### config.mk
export PLATFORM = sky130hd
export DESIGN_NAME = regfile_mp
export DESIGN_NICKNAME = d
export VERILOG_FILES = /design/src/rtl/regfile_mp.sv
export SDC_FILE = /design/constraint.sdc
export NUM_CORES = 2
export LEC_CHECK = 0
export CAP_MARGIN = 20
export CORE_MARGIN = 2
export CORE_UTILIZATION = 49
export DETAILED_ROUTE_END_ITERATION = 16
export PLACE_DENSITY = 0.79
export SYNTH_ARGS = -nofsm -noshare
export SYNTH_HDL_FRONTEND = slang
export SYNTH_SLANG_ARGS = --single-unit
export TNS_END_PERCENT = 30
### constraint.sdc
create_clock -name clk -period 3.5 [get_ports clk]
set_input_delay 0.7 -clock clk [delete_from_list [all_inputs] [get_ports clk]]
set_output_delay 0.7 -clock clk [all_outputs]
set_load 0.05 [all_outputs]
### src/rtl/regfile_mp.sv
// regfile_mp: multi-port general-purpose register file with a per-register
// pending scoreboard.
//   - two synchronous write ports (port 1 wins on an address collision)
//   - two asynchronous read ports that return data and a pending (busy) flag
//   - one asynchronous debug read port (test_data)
//   - claim port that marks a destination register pending at issue
//   - registered pend_cnt, which is the number of pending registers,
//     maintained incrementally
// Register 0 reads as zero and is never pending. Writes and claims to it are
// dropped.
// Build option: define RF_BYPASS_EN to forward same-cycle write data and
// pending state onto rdata1/rdata2/rbusy1/rbusy2. test_data is never
// forwarded.

module regfile_mp #(
    parameter int DATA_W = 32,
    parameter int ADDR_W = 5
) (
    input  logic              clk,
    input  logic              resetn,
    // decode/issue read ports
    input  logic [ADDR_W-1:0] raddr1,
    input  logic [ADDR_W-1:0] raddr2,
    output logic [DATA_W-1:0] rdata1,
    output logic [DATA_W-1:0] rdata2,
    output logic              rbusy1,
    output logic              rbusy2,
    // write-back ports
    input  logic              wen0,
    input  logic [ADDR_W-1:0] waddr0,
    input  logic [DATA_W-1:0] wdata0,
    input  logic              wen1,
    input  logic [ADDR_W-1:0] waddr1,
    input  logic [DATA_W-1:0] wdata1,
    // scoreboard claim at issue
    input  logic              claim_en,
    input  logic [ADDR_W-1:0] claim_addr,
    output logic [ADDR_W:0]   pend_cnt,
    // debug read port
    input  logic [ADDR_W-1:0] test_addr,
    output logic [DATA_W-1:0] test_data
);

    localparam int DEPTH = 2 ** ADDR_W;
    localparam int CNT_W = ADDR_W + 1;

    // Architectural state
    logic [DATA_W-1:0] rf [DEPTH];
    logic [DEPTH-1:0]  pending;

    // Qualified requests. Anything aimed at register 0 is dropped here, so
    // none of the logic below needs a separate check for register 0.
    logic wr0_act;
    logic wr1_act;
    logic cl_act;

    assign wr0_act = wen0 && (waddr0 != '0);
    assign wr1_act = wen1 && (waddr1 != '0);
    assign cl_act  = claim_en && (claim_addr != '0);

    // Scoreboard bookkeeping for pend_cnt
    logic             claim_inc;  // the claim sets a bit that was clear
    logic             clr0;       // port 0 clears a set bit
    logic             clr1;       // port 1 clears a set bit that port 0 does not also clear
    logic [CNT_W-1:0] cnt_nxt;
    logic [DEPTH-1:0] pend_nxt;

    // Register array write. Port 1 is assigned last, so it wins on a shared address.
    // NOTE: the whole array is reset because the register file must read as
    // zero immediately during reset. This rules out mapping rf onto RAM macros.
    always_ff @(posedge clk or negedge resetn) begin
        if (!resetn) begin
            for (int i = 0; i < DEPTH; i++) begin
                rf[i] <= '0;
            end
        end else begin
            if (wr0_act) begin
                rf[waddr0] <= wdata0;
            end
            if (wr1_act) begin
                rf[waddr1] <= wdata1;
            end
        end
    end

    // Next pending vector. A write-back clears the bit. A claim in the same
    // cycle sets it again, because the new owner takes precedence.
    // NOTE: combinational blocks use blocking '=' and assign every output a
    // default first. Any path that leaves a variable unassigned infers a latch.
    always_comb begin
        pend_nxt = pending;
        if (wr0_act) begin
            pend_nxt[waddr0] = 1'b0;
        end
        if (wr1_act) begin
            pend_nxt[waddr1] = 1'b0;
        end
        if (cl_act) begin
            pend_nxt[claim_addr] = 1'b1;
        end
        pend_nxt[0] = 1'b0;
    end

    // Incremental pend_cnt update. Each event is counted only when it changes
    // a bit. If a claim and a write hit the same pending register, the net
    // change is zero.
    always_comb begin
        claim_inc = cl_act && !pending[claim_addr];
        clr0      = wr0_act && pending[waddr0]
                    && !(cl_act && (claim_addr == waddr0));
        clr1      = wr1_act && pending[waddr1]
                    && !(cl_act && (claim_addr == waddr1))
                    && !(wr0_act && (waddr0 == waddr1));
        cnt_nxt   = pend_cnt + CNT_W'(claim_inc) - CNT_W'(clr0) - CNT_W'(clr1);
    end

    // Scoreboard state and pending-count register.
    // NOTE: sequential state is updated only with non-blocking '<='. All flops
    // then sample values from before the edge, whatever the block order.
    always_ff @(posedge clk or negedge resetn) begin
        if (!resetn) begin
            pending  <= '0;
            pend_cnt <= '0;
        end else begin
            pending  <= pend_nxt;
            pend_cnt <= cnt_nxt;
        end
    end

    // Read port 1: stored data and pending flag, optionally forwarded from write-back
    always_comb begin
        rdata1 = '0;
        rbusy1 = 1'b0;
        if (raddr1 != '0) begin
            rdata1 = rf[raddr1];
            rbusy1 = pending[raddr1];
`ifdef RF_BYPASS_EN
            if (resetn) begin
                if (wr1_act && (waddr1 == raddr1)) begin
                    rdata1 = wdata1;
                    rbusy1 = cl_act && (claim_addr == raddr1);
                end else if (wr0_act && (waddr0 == raddr1)) begin
                    rdata1 = wdata0;
                    rbusy1 = cl_act && (claim_addr == raddr1);
                end
            end
`endif
        end
    end

    // Read port 2: stored data and pending flag, optionally forwarded from write-back
    always_comb begin
        rdata2 = '0;
        rbusy2 = 1'b0;
        if (raddr2 != '0) begin
            rdata2 = rf[raddr2];
            rbusy2 = pending[raddr2];
`ifdef RF_BYPASS_EN
            if (resetn) begin
                if (wr1_act && (waddr1 == raddr2)) begin
                    rdata2 = wdata1;
                    rbusy2 = cl_act && (claim_addr == raddr2);
                end else if (wr0_act && (waddr0 == raddr2)) begin
                    rdata2 = wdata0;
                    rbusy2 = cl_act && (claim_addr == raddr2);
                end
            end
`endif
        end
    end

    // Debug port: stored state only, never forwarded
    always_comb begin
        test_data = '0;
        if (test_addr != '0) begin
            test_data = rf[test_addr];
        end
    end

endmodule

==> metrics.txt <==
fin crit share 1.020; outcome complete, but fails checks; CP cell instances buf_8, buf_12, buf_12, mux4_2, o22ai_1, a211o_1, a31oi_1, buf_4; asr flop ratio synth 1.000; path depth of the worst reg2reg path 13; post-synthesis register bit count approximately 1100; Post-Syn Area between 70000 and 80000 µm²; Cells after Synth 6715; Final Skew between 0.02 and 0.03 ns; CTS tree done; Placed Cells approximately 8700; cts bufs inserted approximately 120; Worst-path clk slew 0.07 ns; Worst R2R End pend_cnt[5]$_DFF_PN0_; vias per inst ~7.5; Skew-Pair Late Insertion Delay 0.80 ns; die width roughly 400 µm; via count 67300; Layout Area Growth over Synthesis 18.38%; clock root cell clkbuf_16; DRC viols 0; full die area approximately 150000 µm²; fin. max-slew vios 0; Final Hold Vio Count 0; failing checks setup timing; clock sinks 1061; cell mode on critical path buf_12; Mapped Nets 6822; CP Launch Type input pin; final setup vio count 11; RePlAce Congestion ~1.0; Tot GR Track Use 0.3915; Worst EP arrival 2.87 ns; Worst VDD drop between 400 and 500 µV; Critical path origin raddr2[0]; r2r setup slk 0.13 ns; overall power just under 50000 µW; core area roughly 150000 µm²; Pre-antenna DRT Iters 8; Clk pwr share 0.279; layout cells sized above 1 0.2843; Hold Crit Depth 0; io pins approximately 200; number of global-route vias before repair roughly 67000; critical path class input pin to output port; final core utilization 0.5844; H-tree depth 3; RR Startpoint pending[24]$_DFF_PN0_; antenna violations before repair 11; Max Freq about 280 MHz; DR WL/cell between 30 and 40 µm; DP Wirelength approximately 200000 µm; worst hold path class flip-flop to flip-flop; CP Data Required Time 2.80 ns; Layout Cells excl Fill 8960; drt first-iter violations roughly 12000; Tmin final between 3 and 4 ns; ys flop type dfrtp_1; Flop pwr share 0.386; top cell type's share of synthesized area 0.3591; area leader, netlist dfrtp_1; total of max-cap violations 0; wire length of the first global-routing pass roughly 440000 µm; Sw Ratio 0.3459; Slowest cell on crit path mux4_2; nets approximately 7000; EDFF count, synth 0; Avg Inst Size Synth 11.01 µm²; count leader, synth dfrtp_1; Clock Path Buffers 3; Buffers on Ports 202; cell row count between 100 and 150; Crit path largest cell delay ~0.52 ns; max_slew headroom 0.3719; power per cell area between 500 and 600 nW/µm²; Lkg Pwr 0.03729 µW; power share of the combinational group 0.335; ANT nets after route 0; Synth cell types between 60 and 70; net load switching power around 17000 µW; Die Span Y ~390 µm; WL final roughly 300000 µm; critical-path maximum fanout 15; final worst slack -0.06854 ns; Int Pwr about 32000 µW; grt ovf 0; most common library cells after synthesis dfrtp_1, mux2i_1, mux4_2, nand2_1, nor2_1; Warnings, synthesis 0; largest net degree at the start of global routing 96; Worst-Margin Slew roughly 0.94 ns; sequential area share after synthesis 0.3591; Initial Utilization 0.4937; CP Capture Point rdata2[7]; RSZ-0062 raised after global routing yes; largest cells by area after synthesis dfrtp_1, mux4_2, mux2i_1; CP Capture Type output port
## cells by family after synthesis
kind of cell    Yosys count  synth area share
compound gates         1585            0.1264
buf+inv                 879           0.05564
flops                  1061            0.3591
xor+xnor                 19          0.002251
simple gates           1287           0.07021
fa+ha+maj                 8          0.001557
mux                    1876            0.3849
## cells in the final DEF (no fill, tap or decap), types with 10 or more instances in the layout
master	instances
dfrtp_1	1061
mux2i_1	1041
mux4_2	767
nand2_1	573
nor2_1	552
a21oi_1	526
buf_4	505
o21ai_0	271
buf_12	247
o21ai_1	231
a22oi_1	159
clkbuf_16	118
o22ai_1	95
clkdlybuf4s50_1	88
a32oi_1	77
a31oi_1	68
mux2_2	67
a211o_1	58
clkbuf_8	33
nor2_4	31
nand2_4	21
a221oi_1	19
buf_6	19
a221oi_2	17
bufinv_16	17
clkinv_2	16
a31oi_2	13
inv_1	12
nand2_2	12
xnor2_1	11
clkinvlp_4	11
nand3_1	10
a22o_1	10
clkbuf_1	10
## critical path, delay by kind of cell
kind	cells	cell delay [ns]
AO/OA/AOI/OAI	3	0.65
buffers and inverters	4	0.94
multiplexers	1	0.52
## sequential cells by signal (all words and copies together) (netlist names)
register,count
pend_cnt,6
rf,1024
pending,31
## final cells by class
cell class / count / area [µm²]
well taps: 2016 / 2522
diodes: 8 / 20.02
clock inverters: 53 / 774.5
multi-input cells: 4775 / 44120
clock buffers: 160 / 3420
inverters: 13 / 48.80
repair buffers: 874 / 10080
fillers: 11320 / 62240
flip-flops and latches: 1061 / 26550
## how the worst min path moves through the flow
stage / from / end / slack (ns)
after floorplan: resetn / pend_cnt[0]$_DFF_PN0_ / 0.40
after global placement: rf[1006]$_DFF_PN0_ / rf[1006]$_DFF_PN0_ / 0.38
after detailed placement: rf[1006]$_DFF_PN0_ / rf[1006]$_DFF_PN0_ / 0.38
after CTS: rf[1006]$_DFF_PN0_ / rf[1006]$_DFF_PN0_ / 0.40
after global routing: rf[1023]$_DFF_PN0_ / rf[1023]$_DFF_PN0_ / 0.41
final: rf[992]$_DFF_PN0_ / rf[992]$_DFF_PN0_ / 0.40
## power by group through the flow
stage	registers, µW	logic, µW	clock network, µW
2_1_floorplan	17800	11000	0
3_3_place_gp	18400	15300	0
3_5_place_dp	18800	15800	0
4_1_cts	18700	16000	13700
5_1_grt	19300	17200	14200
6_report	19000	16500	13700
## layer usage
layer	global-route usage	part of all wire	vias up
met5	0.006699	0.00030	-
met4	0.2971	0.091	10
met3	0.1692	0.17	1910
met2	0.5510	0.42	7011
met1	0.4728	0.32	32760
li1	-	-	25620
## what timing repair did
| item | CTS | global route |
|---|---|---|
| buffers inserted | 7 | 4 |
| hold buffers | 1 | 0 |
| endpoints found under the setup margin | 43 | 59 |
| pin swaps | 5 | 13 |
| gates resized for setup | 37 | 47 |
| endpoints found under the hold margin | 33 | 0 |
| cloned | 2 | 1 |
## through the flow
step | setup TNS (ns) | instance area (µm²) | setup WS (ns) | hold slack, ns
6_report | -0.2834 | 87530 | -0.06854 | 0.4016
5_1_grt | -0.2209 | 87510 | -0.04418 | 0.4115
2_1_floorplan | -6.619 | 74020 | -0.2877 | 0.4044
4_1_cts | -0.01371 | 87220 | -0.008917 | 0.4001
3_5_place_dp | -19.45 | 82730 | -0.9923 | 0.3836
3_3_place_gp | -16.55 | 82730 | -1.049 | 0.3768
Power figures use the tool's default switching activity.
